--- config.mk ---
export PLATFORM = sky130hd
export DESIGN_NAME = uart_time_reporter
export DESIGN_NICKNAME = d
export VERILOG_FILES = /design/src/rtl/uart_time_reporter.sv
export SDC_FILE = /design/constraint.sdc
export NUM_CORES = 1
export LEC_CHECK = 0
export BUFFER_PORTS_ARGS = -buffer_cell sky130_fd_sc_hd__buf_4
export CAP_MARGIN = 20
export CORE_MARGIN = 5
export CORE_UTILIZATION = 50
export DETAILED_ROUTE_END_ITERATION = 6
export PLACE_DENSITY_LB_ADDON = 0.2
export SLEW_MARGIN = 5
export SYNTH_ARGS = -nofsm -noshare
export SYNTH_HDL_FRONTEND = slang
export SYNTH_SLANG_ARGS = --single-unit
--- constraint.sdc ---
create_clock -name clk -period 5.75 [get_ports clk]
set_input_delay 0.575 -clock clk [delete_from_list [all_inputs] [get_ports clk]]
set_output_delay 0.575 -clock clk [all_outputs]
set_load 0.05 [all_outputs]
--- src/rtl/uart_time_reporter.sv ---
// Snapshots hour/min/sec on each accepted 1 Hz tick and sends "HH:MM:SS\r\n"
// as 8N1 UART characters, LSB first, on a registered TX pin.
module uart_time_reporter #(
    parameter int unsigned CLK_FREQ = 50_000_000,
    parameter int unsigned BAUD     = 115200
) (
    input  logic       clk,
    input  logic       rst,
    input  logic       clk_1hz_en,
    input  logic       report_en,
    input  logic [4:0] hour,
    input  logic [5:0] min,
    input  logic [5:0] sec,
    output logic       tx,
    output logic       busy,
    output logic       overrun
);

    localparam int unsigned DIV = CLK_FREQ / BAUD;
    localparam int unsigned CW  = (DIV > 1) ? $clog2(DIV) : 1;
    localparam logic [CW-1:0] CNT_LAST = CW'(DIV - 1);

    typedef enum logic [1:0] {S_IDLE, S_START, S_DATA, S_STOP} state_e;

    state_e          state_q, state_d;
    logic [CW-1:0]   cnt_q, cnt_d;
    logic [2:0]      bit_q, bit_d;
    logic [3:0]      idx_q, idx_d;
    logic [4:0]      hour_q, hour_d;
    logic [5:0]      min_q, min_d;
    logic [5:0]      sec_q, sec_d;
    logic            tx_q, tx_d;
    logic            busy_q, busy_d;
    logic            overrun_q, overrun_d;

    logic [5:0]      fld;
    logic            fld_ok;
    logic [3:0]      tens, ones;
    logic [7:0]      char_byte;
    logic            bit_end;

    // Character for the current index, built from the frozen snapshot.
    always_comb begin
        // NOTE: every always_comb output gets a default first so no latch is inferred.
        fld       = '0;
        fld_ok    = 1'b1;
        char_byte = 8'h3A;
        case (idx_q)
            4'd0, 4'd1: begin fld = {1'b0, hour_q}; fld_ok = (hour_q <= 5'd23); end
            4'd3, 4'd4: begin fld = min_q;          fld_ok = (min_q  <= 6'd59); end
            4'd6, 4'd7: begin fld = sec_q;          fld_ok = (sec_q  <= 6'd59); end
            default: ;
        endcase
        tens = 4'(fld / 6'd10);
        ones = 4'(fld % 6'd10);
        case (idx_q)
            4'd0, 4'd3, 4'd6: char_byte = fld_ok ? (8'h30 + {4'h0, tens}) : 8'h2D;
            4'd1, 4'd4, 4'd7: char_byte = fld_ok ? (8'h30 + {4'h0, ones}) : 8'h2D;
            4'd8:             char_byte = 8'h0D;
            4'd9:             char_byte = 8'h0A;
            default:          char_byte = 8'h3A;
        endcase
    end

    assign bit_end = (cnt_q == CNT_LAST);

    always_comb begin
        state_d   = state_q;
        cnt_d     = cnt_q + 1'b1;
        bit_d     = bit_q;
        idx_d     = idx_q;
        hour_d    = hour_q;
        min_d     = min_q;
        sec_d     = sec_q;
        overrun_d = overrun_q | (clk_1hz_en & busy_q);
        case (state_q)
            S_IDLE: begin
                cnt_d = '0;
                if (clk_1hz_en && report_en && !busy_q) begin
                    state_d = S_START;
                    idx_d   = '0;
                    hour_d  = hour;
                    min_d   = min;
                    sec_d   = sec;
                end
            end
            S_START: begin
                if (bit_end) begin
                    state_d = S_DATA;
                    cnt_d   = '0;
                    bit_d   = '0;
                end
            end
            S_DATA: begin
                if (bit_end) begin
                    cnt_d = '0;
                    if (bit_q == 3'd7) state_d = S_STOP;
                    else               bit_d   = bit_q + 3'd1;
                end
            end
            S_STOP: begin
                if (bit_end) begin
                    cnt_d = '0;
                    if (idx_q == 4'd9) begin
                        state_d = S_IDLE;
                    end else begin
                        state_d = S_START;
                        idx_d   = idx_q + 4'd1;
                    end
                end
            end
            default: state_d = S_IDLE;
        endcase

        // Outputs are decoded from the next state so the pins are plain flops.
        case (state_d)
            S_START: tx_d = 1'b0;
            S_DATA:  tx_d = char_byte[bit_d];
            default: tx_d = 1'b1;
        endcase
        busy_d = (state_d != S_IDLE);
    end

    always_ff @(posedge clk or posedge rst) begin
        if (rst) begin
            state_q   <= S_IDLE;
            cnt_q     <= '0;
            bit_q     <= '0;
            idx_q     <= '0;
            hour_q    <= '0;
            min_q     <= '0;
            sec_q     <= '0;
            tx_q      <= 1'b1;
            busy_q    <= 1'b0;
            overrun_q <= 1'b0;
        end else begin
            // NOTE: state registers use non-blocking assignment so all flops update together.
            state_q   <= state_d;
            cnt_q     <= cnt_d;
            bit_q     <= bit_d;
            idx_q     <= idx_d;
            hour_q    <= hour_d;
            min_q     <= min_d;
            sec_q     <= sec_d;
            tx_q      <= tx_d;
            busy_q    <= busy_d;
            overrun_q <= overrun_d;
        end
    end

    assign tx      = tx_q;
    assign busy    = busy_q;
    assign overrun = overrun_q;

endmodule

==> results of run 1 <==
[state kept, by name, summed over array words and instances, names as in the netlist]
signal,flops
bit_q,3
tx,1
cnt_q,9
overrun,1
idx_q,4
busy,1
sec_q,6
hour_q,5
state_q,2
min_q,6
[power by group]
group	internal, W	switching, W	total [W]
clock network	0.0000987	0.000100	0.000199
logic	0.00000910	0.00000675	0.0000159
registers	0.000267	0.0000000000000000000149	0.000267
total	0.000375	0.000107	0.000482
[cell type report]
class / instances / share of cell area
multi-input combinational: 190 / 0.501
inverter: 13 / 0.0180
clock buffer: 6 / 0.0304
clock inverter: 2 / 0.00599
timing repair buffer: 25 / 0.0691
sequential: 38 / 0.351
tap: 54 / 0.0249
[cell usage in the layout, fill, tap and decap left out, types with 2 or more instances in the layout]
master    netlist  layout
o31ai_1         3       3
or3_1           2       2
o21ai_0         8       8
inv_1          12      12
a32oi_1         2       2
a221oi_2        2       2
o211ai_1        3       3
ha_1           13      13
mux2_2         17      17
a22oi_1         3       3
nand2b_1        5       5
nor3b_1         3       3
a222oi_1        6       6
xnor2_1         5       5
nor3_1          6       6
nor2b_1         3       3
clkbuf_8        0       6
nor2_1         31      31
buf_4           0      25
a211oi_1        2       2
nand3_1         7       7
and2_1          2       2
xor2_1          5       5
dfrtp_1        37      37
nand4_1         5       5
and3_1          2       2
mux2i_1         2       2
a21oi_1         8       8
a31oi_1         3       3
nand2_1        19      19
[through the flow]
stage	cell area, um^2	hold WS (ns)	setup slack [ns]	util
finish	2720	0.385	2.04	0.579
global route	2720	0.439	1.71	0.579
CTS	2720	0.400	2.07	0.579
detailed placement	2620	0.446	2.08	0.558
global placement	2620	0.441	2.27	0.558
floorplan	2410	0.453	2.56	-
[final timing paths]
| check | start | endpoint | slack (ns) | depth (start not counted) |
|---|---|---|---|---|
| max in group asynchronous | rst | tx | 5.02 | 3 |
| min in group clk | overrun | overrun | 0.46 | 1 |
| setup reg to reg | idx_q[0] | tx | 2.04 | 14 |
| hold / removal | rst | hour_q[2] | 0.39 | 3 |
| setup / recovery | idx_q[0] | tx | 2.04 | 14 |
| hold reg to reg | overrun | overrun | 0.46 | 1 |
[cells in the mapped netlist (2+ instances only)]
cell type  count  area share
a211oi_1       2      0.0062
mux2_2        17       0.079
xor2_1         5       0.018
xnor2_1        5       0.018
a222oi_1       6       0.025
nand2b_1       5       0.013
nor3b_1        3      0.0093
or3_1          2      0.0052
a32oi_1        2      0.0073
ha_1          13       0.068
nand4_1        5       0.013
nor3_1         6       0.012
a22oi_1        3      0.0093
nor2b_1        3      0.0078
a21oi_1        8       0.017
nor2_1        31       0.048
buf_6          2      0.0093
a31oi_1        3      0.0078
inv_1         12       0.019
and3_1         2      0.0052
dfrtp_1       37        0.38
clkbuf_1       4      0.0062
o31ai_1        3      0.0093
nand3_1        7       0.015
o211ai_1       3      0.0093
a221oi_2       2       0.012
mux2i_1        2      0.0083
nand2_1       19       0.030
and2_1         2      0.0052
o21ai_0        8       0.017
[cell families (layout without fill, tap and decap cells)]
kind of cell,after synthesis,count (layout)
simple gates,91,91
compound gates,55,55
fa+ha+maj,14,14
mux,19,19
xor+xnor,11,11
buf+inv,21,46
flops,38,38
[worst max-delay path: cells and delay by family (launching register included)]
| family | cells | cell delay (ns) |
|---|---|---|
| flops | 1 | 0.43 |
| compound gates | 6 | 1.65 |
| fa+ha+maj | 2 | 0.51 |
| buf+inv | 1 | 0.09 |
| simple gates | 5 | 0.96 |
[per-layer routing]
layer | global-route usage | part of all wire
met5 | 0 | 0
met2 | 0.267 | 0.46
met3 | 0.0406 | 0.048
met1 | 0.235 | 0.48
met4 | 0.0498 | 0.011
==> flow_summary.json, run 1 <==
{
  "regArea_um2": 952,
  "drt_first_iter_violations": 158,
  "drtPass1Iterations": 5,
  "worst_ep_arrival_time_ns": 3.93,
  "cts_buffer_depth": 2,
  "finalWirelength_um": 4930,
  "status": "finished clean",
  "cp_max_fo": 8,
  "synth.distinct_cells": 57,
  "grt_pass1_vias": 1865,
  "p_leak_nw": 1.23,
  "cp_slowest_cell": "a222oi_1",
  "numCtsBuffers": 5,
  "portBuffers": 23,
  "cts_resized": 0,
  "worst_ir_drop_vdd_mv": 0.150,
  "die_y_um": 79.4,
  "worst_pin_slew_ns": 1.05,
  "worst_path_largest_cell_delay_ns": 0.72,
  "fp.coreArea_um2": 4690,
  "grt_usage": 0.170,
  "fin_crit_sh": 0.645,
  "slew_headroom": 0.301,
  "synth_compound_area_frac": 0.176,
  "hold_path.class": "in -> async",
  "drc": 0,
  "setup-violations-final": 0,
  "post_cts_buffers": 0,
  "num_rows": 25,
  "area_delta_synth_final_pct": 12.8,
  "layout.nets": 307,
  "max_freq_ghz": 0.270,
  "startpoint_type": "register",
  "cts-htree-levels": 2,
  "clk_latency_ns": 0.29,
  "drtAntennaViolNets": 0,
  "fp.dieArea_um2": 6310,
  "total_power_w": 0.000482,
  "drv_slew": 0,
  "viasPerCell": 5.95,
  "grt_max_degree": 39,
  "yosys_most_used_dff": "dfrtp_1",
  "crit_path_cell_trace": "inv_1 > ha_1 > o21bai_1 > nor2_1 > a222oi_1 > nand2b_1 > o21ai_1 > a221oi_2 > ha_1 > a21oi_1 > or3_1 > nand4_1 > nand4_1 > a32oi_1",
  "fillers": 397,
  "ys_ff_latch": 38,
  "cts_tree": "done",
  "synth-edff-count": 0,
  "drt-wirelength-per-cell_um": 15.0,
  "multi_input_area_um2": 1360,
  "fin_cells": 328,
  "yosys_warnings": 0,
  "grt_pass1_wl_um": 8590,
  "grt_overflow": 0,
  "finalHoldViolCount": 0,
  "synth_nets": 283,
  "synth_xor_area_frac": 0.0431,
  "min_period_ns": 3.71,
  "seq_area_frac_synth": 0.395,
  "tns_ns": 0,
  "crit_type": "reg -> reg",
  "placedCellCount": 320,
  "rsz0062_at_grt": "no",
  "synth_mux_area_frac": 0.0878,
  "drive_gt1_frac": 0.215,
  "floorplan.initialDensity": 0.513,
  "clock-root-buffer": "clkbuf_8",
  "ios": 24,
  "clk_pin_slew_ns": 0.08,
  "maxCapViolations": 0,
  "synth_top_family_by_area": "simple AND/OR/NAND/NOR gates",
  "async_flop_share": 1.00,
  "pwr_density_cell_nw_per_um2": 177,
  "synthCells": 249,
  "die_x_um": 79.4,
  "n_antenna_cell": 0,
  "synth_simple_gate_area_frac": 0.186,
  "endpoint_kind": "register",
  "critPathRequiredTime_ns": 5.97,
  "detailroute.via_count": 1951,
  "synth_area_um2": 2410,
  "cts.sinks": 38,
  "antenna_found_initial": 0,
  "skew_ns": 0.00865,
  "syn_area_per_cell_um2": 9.67,
  "gp_congestion": 0.883,
  "synth_fa_ha_area_frac": 0.0717,
  "hpwlAfterDp_um": 3670,
  "cts_hold_buf": 0
}
Power figures use the tool's default switching activity.
==> inputs of run 2 (changes only) <==
ABC_AREA = 1   (was unset)
clock period = 3.6 ns   (was 5.75 ns; I/O delays follow)
==> flow_summary.json, run 2 <==
{
  "grt_overflow": 0,
  "portBuffers": 23,
  "maxCapViolations": 0,
  "viasPerCell": 5.10,
  "ys_ff_latch": 38,
  "n_antenna_cell": 0,
  "cts_buffer_depth": 2,
  "placedCellCount": 385,
  "p_leak_nw": 1.51,
  "floorplan.initialDensity": 0.518,
  "drt_first_iter_violations": 168,
  "slew_headroom": 0.684,
  "hold_slack_ns": 0.182,
  "cts_resized": 0,
  "setup-violations-final": 0,
  "drtPass1Iterations": 4,
  "cts_hold_buf": 0,
  "synthCells": 295,
  "async_flop_share": 1.00,
  "drtAntennaViolNets": 0,
  "cp_max_fo": 6,
  "yosysMostFrequentCell": "nand2_1",
  "top_register": "cnt_q",
  "crit_type": "reg -> reg",
  "final_cell_mix": "nand2_1, inv_1, dfrtp_1, nor2_1, buf_4",
  "rsz0062_at_grt": "no",
  "critPathRequiredTime_ns": 3.84,
  "synth.distinct_cells": 42,
  "pwr_density_cell_nw_per_um2": 268,
  "finalWirelength_um": 4870,
  "worst_pin_slew_ns": 0.474,
  "netlist_top_cells_count": "nand2_1, inv_1, dfrtp_1",
  "worst_ir_drop_vdd_mv": 0.152,
  "post-route-util": 0.593,
  "drive_gt1_frac": 0.236,
  "drt-wirelength-per-cell_um": 12.4,
  "grt_pass1_vias": 2045,
  "synth_nets": 329,
  "yosys_warnings": 0,
  "top_regs": "cnt_q x9, min_q x6, sec_q x6",
  "seq_area_frac_synth": 0.386,
  "grt_usage": 0.172,
  "hpwlAfterDp_um": 3820,
  "max_freq_ghz": 0.367,
  "largest_reg_flops": 9,
  "yosys_most_used_dff": "dfrtp_1",
  "ios": 24,
  "die_y_um": 80.2,
  "hold_path.class": "in -> async",
  "fin_crit_sh": 0.758,
  "clk_pin_slew_ns": 0.08,
  "finalHoldViolCount": 0,
  "synth_top_cell_by_area": "dfrtp_1",
  "synth.top_cell.area_share": 0.376,
  "drc": 0,
  "grt_pass1_wl_um": 8760,
  "num_rows": 25,
  "endpoint_kind": "register",
  "total_power_w": 0.000757,
  "area_delta_synth_final_pct": 14.4,
  "cts.sinks": 38,
  "fp.dieArea_um2": 6430,
  "syn_area_per_cell_um2": 8.36,
  "tns_ns": 0,
  "detailroute.via_count": 2004,
  "grt_max_degree": 39,
  "clock-root-buffer": "clkbuf_8",
  "min_period_ns": 2.73,
  "fp.coreArea_um2": 4750,
  "startpoint_type": "register",
  "die_x_um": 80.2,
  "clk_latency_ns": 0.29,
  "antenna_found_initial": 0,
  "synth_area_um2": 2460,
  "synthTopCellsByArea": "dfrtp_1, nand2_1, ha_1, inv_1, mux2_2",
  "cts-htree-levels": 2,
  "synth-edff-count": 0,
  "drv_slew": 0,
  "gp_congestion": 0.950,
  "status": "finished clean",
  "fin_cells": 393,
  "cts_tree": "done",
  "worst_ep_arrival_time_ns": 2.96,
  "skew_ns": 0.00610,
  "layout.nets": 359,
  "final_common_cell": "nand2_1",
  "numCtsBuffers": 5,
  "post_cts_buffers": 0
}
[run 2: per-stage QoR]
| step | instance area (um^2) | setup WS (ns) |
|---|---|---|
| after floorplan | 2460 | 1.11 |
| after global placement | 2730 | 0.934 |
| after detailed placement | 2730 | 0.878 |
| after CTS | 2820 | 0.862 |
| after global routing | 2820 | 0.471 |
| final | 2820 | 0.872 |
[run 2: critical path: stages, from the launching register on]
cell and delay (ns):
dfrtp_1 0.40, inv_1 0.10, ha_1 0.27, o211ai_1 0.32, nand3_4 0.14, inv_2 0.10, nand3_2 0.09, a21o_1 0.20
nand2_1 0.09, inv_1 0.05, ha_1 0.26, inv_1 0.05, nand2_1 0.05, nand3_1 0.06, nand2_1 0.05, nand2_1 0.07
nand2_1 0.05, nand2_1 0.05, nand2_1 0.04, nand2_1 0.05, nand2_1 0.05, nand2_1 0.06, nand2_1 0.04, nand2_1 0.05
[run 2: where the power goes]
| part | switching [W] | internal, W |
|---|---|---|
| registers | 0.0000000000000000000283 | 0.000427 |
| clock network | 0.000150 | 0.000155 |
| logic | 0.0000109 | 0.0000144 |
| total | 0.000161 | 0.000596 |
[run 2: final cells by class]
class                      count  area [um^2]
clock inverter                 1         5.00
inverter                      46          173
fill                         453         1930
sequential                    38          952
clock buffer                   7         86.3
multi-input combinational    209         1330
timing repair buffer          25          188
tap                           67         83.8
[run 2: per-layer routing]
layer / wire length, um / vias up / GRT usage
met5: 0 / - / 0
met4: 91 / 0 / 0.0743
met3: 182 / 9 / 0.0314
met2: 2130 / 40 / 0.272
met1: 2470 / 914 / 0.229
li1: - / 1041 / -
[run 2: kinds of logic after synthesis]
group / after synthesis / share of synthesized area
AO/OA/AOI/OAI: 51 / 0.134
XOR/XNOR: 4 / 0.0142
adder cells (fa/ha/maj): 13 / 0.0660
buffers and inverters: 48 / 0.0731
flip-flops: 38 / 0.386
multiplexers: 13 / 0.0594
AND/OR/NAND/NOR: 128 / 0.268
[run 2: worst paths after layout]
path | from | to | slack [ns] | cells after the start
worst max-delay path | idx_q[0] | tx | 0.87 | 23
worst min-delay path | rst | sec_q[5] | 0.18 | 3
worst max register to register | idx_q[0] | tx | 0.87 | 23
worst min register to register | overrun | overrun | 0.47 | 1
max in group asynchronous | rst | tx | 3.06 | 3
min in group clk | clk_1hz_en | overrun | 0.28 | 2
==> inputs of run 3 (changes only) <==
clock period = 2.75 ns   (was 3.6 ns; I/O delays follow)
==> flow_summary.json, run 3 (same netlist as run 2, synthesis figures left out) <==
{
  "multi_input_area_um2": 1370,
  "cts_hold_buf": 0,
  "fp.dieArea_um2": 6430,
  "p_leak_nw": 1.53,
  "rsz0062_at_grt": "yes",
  "gp_congestion": 0.969,
  "tns_ns": 0,
  "final_common_cell": "nand2_1",
  "final_cell_mix": "nand2_1, inv_1, dfrtp_1, buf_4, nor2_1",
  "min_period_ns": 2.71,
  "floorplan.initialDensity": 0.518,
  "layout.nets": 363,
  "cts.sinks": 38,
  "drc": 0,
  "drt_first_iter_violations": 124,
  "combPwrFrac": 0.031,
  "p_switching_w": 0.000212,
  "post-route-util": 0.611,
  "cp_max_fo": 6,
  "regArea_um2": 953,
  "p_seq_frac": 0.527,
  "num_rows": 25,
  "die_x_um": 80.2,
  "grt_pass1_wl_um": 8760,
  "antenna_found_initial": 0,
  "finalHoldViolCount": 0,
  "top_register": "cnt_q",
  "r2r_slack_ns": 0.04,
  "worst_pin_slew_ns": 0.487,
  "cts_buffer_depth": 2,
  "cts-htree-levels": 2,
  "die_y_um": 80.2,
  "drv_slew": 0,
  "critPathRequiredTime_ns": 2.99,
  "grt_overflow": 0,
  "setup-violations-final": 0,
  "finalWirelength_um": 5190,
  "cts_tree": "done",
  "max_freq_ghz": 0.369,
  "clk_latency_ns": 0.29,
  "hold_slack_ns": 0.0964,
  "area_delta_synth_final_pct": 17.9,
  "viasPerCell": 5.21,
  "crit_type": "reg -> reg",
  "detailroute.via_count": 2070,
  "drive_gt1_frac": 0.270,
  "drtPass1Iterations": 5,
  "grt_pass1_vias": 1969,
  "portBuffers": 23,
  "placed_cell_area_um2": 2730,
  "fillers": 457,
  "slew_headroom": 0.675,
  "fp.coreArea_um2": 4750,
  "final_area_um2": 2910,
  "hpwlAfterDp_um": 3840,
  "top_regs": "cnt_q x9, min_q x6, sec_q x6",
  "grt_usage": 0.174,
  "ios": 24,
  "largest_reg_flops": 9,
  "grt_use_met2": 0.269,
  "switching_share": 0.200,
  "hold_path.class": "in -> async",
  "skew_ns": 0.00481,
  "drt-wirelength-per-cell_um": 13.1,
  "met3_usage": 0.0381,
  "fin_crit_sh": 0.985,
  "clock-root-buffer": "clkbuf_8",
  "numCtsBuffers": 5,
  "p_clk_frac": 0.442,
  "pwr_density_cell_nw_per_um2": 365,
  "endpoint_kind": "register",
  "clk_pin_slew_ns": 0.08,
  "grt_max_degree": 39,
  "maxCapViolations": 0,
  "n_antenna_cell": 0,
  "intPower_w": 0.000849,
  "worst_ir_drop_vdd_mv": 0.204,
  "startpoint_type": "register",
  "top_usage_layer": "met2",
  "drtAntennaViolNets": 0,
  "status": "finished clean",
  "worst_ep_arrival_time_ns": 2.95,
  "met1_usage": 0.237
}
run 3: cell types whose count changed in the layout (fill, tap and decap cells not counted), moves of 2 or more:
| cell | before | now |
|---|---|---|
| ha_4 | 0 | 2 |
| inv_1 | 40 | 38 |
| ha_1 | 13 | 9 |
| buf_4 | 25 | 29 |
| a21oi_1 | 15 | 13 |
| ha_2 | 0 | 2 |
| a21oi_2 | 0 | 2 |
run 3: per-layer routing:
layer  share of wire  routed length (um)
met2            0.45                2340
met5               0                   0
met1            0.49                2530
met4           0.024                 123
met3           0.037                 192
run 3: through the flow:
step | power (W) | instances | worst slack, ns
6_report | 0.00106 | 397 | 0.0403
5_1_grt | 0.00110 | 397 | -0.205
4_1_cts | 0.00108 | 393 | 0.00701
3_5_place_dp | 0.000604 | 385 | 0.0216
3_3_place_gp | 0.000603 | 385 | 0.0970
2_1_floorplan | 0.000578 | 295 | 0.259
run 3: layout make-up:
cell class,instances,share of cell area
Timing Repair Buffer,29,0.0749
Multi-Input combinational cell,209,0.471
Clock buffer,7,0.0263
Sequential cell,38,0.328
Tap cell,67,0.0288
Clock inverter,1,0.0103
Inverter,46,0.0603
run 3: worst max-delay path: stages, from the launching register on:
cell and delay [ns]:
dfrtp_2 0.45, inv_2 0.11, ha_4 0.17, nand3_2 0.12, nand2_4 0.15, nand2_2 0.07, nand3_4 0.11, buf_4 0.13
nand3_1 0.07, a21o_1 0.19, nand2_1 0.08, inv_1 0.05, ha_1 0.26, inv_1 0.05, nand2_1 0.04, nand3_1 0.06
nand2_1 0.05, nand2_1 0.07, nand2_1 0.05, nand2_1 0.05, nand2_1 0.04, nand2_1 0.06, nand2_1 0.05, nand2_1 0.05
nand2_1 0.04, nand2_1 0.05
run 3: path summary, 6_finish.rpt:
check | start | end | cells past startpoint
min | rst | min_q[4] | 3
max | idx_q[0] | tx | 25
max in group asynchronous | rst | tx | 3
max reg2reg | idx_q[0] | tx | 25
min in group clk | clk_1hz_en | overrun | 2
min reg2reg | overrun | overrun | 1
run 3: repair_timing:
item / in CTS / in global routing
setup endpoints to repair: 0 / 1
resized for setup: 0 / 12
setup buffers: 0 / 4
run 3: power groups by stage:
stage	Clock (W)	Sequential (W)	Combinational, W
after floorplan	0	0.000569	0.00000847
after global placement	0	0.000569	0.0000339
after detailed placement	0	0.000569	0.0000346
after CTS	0.000484	0.000558	0.0000347
after global routing	0.000508	0.000558	0.0000379
final	0.000469	0.000558	0.0000332
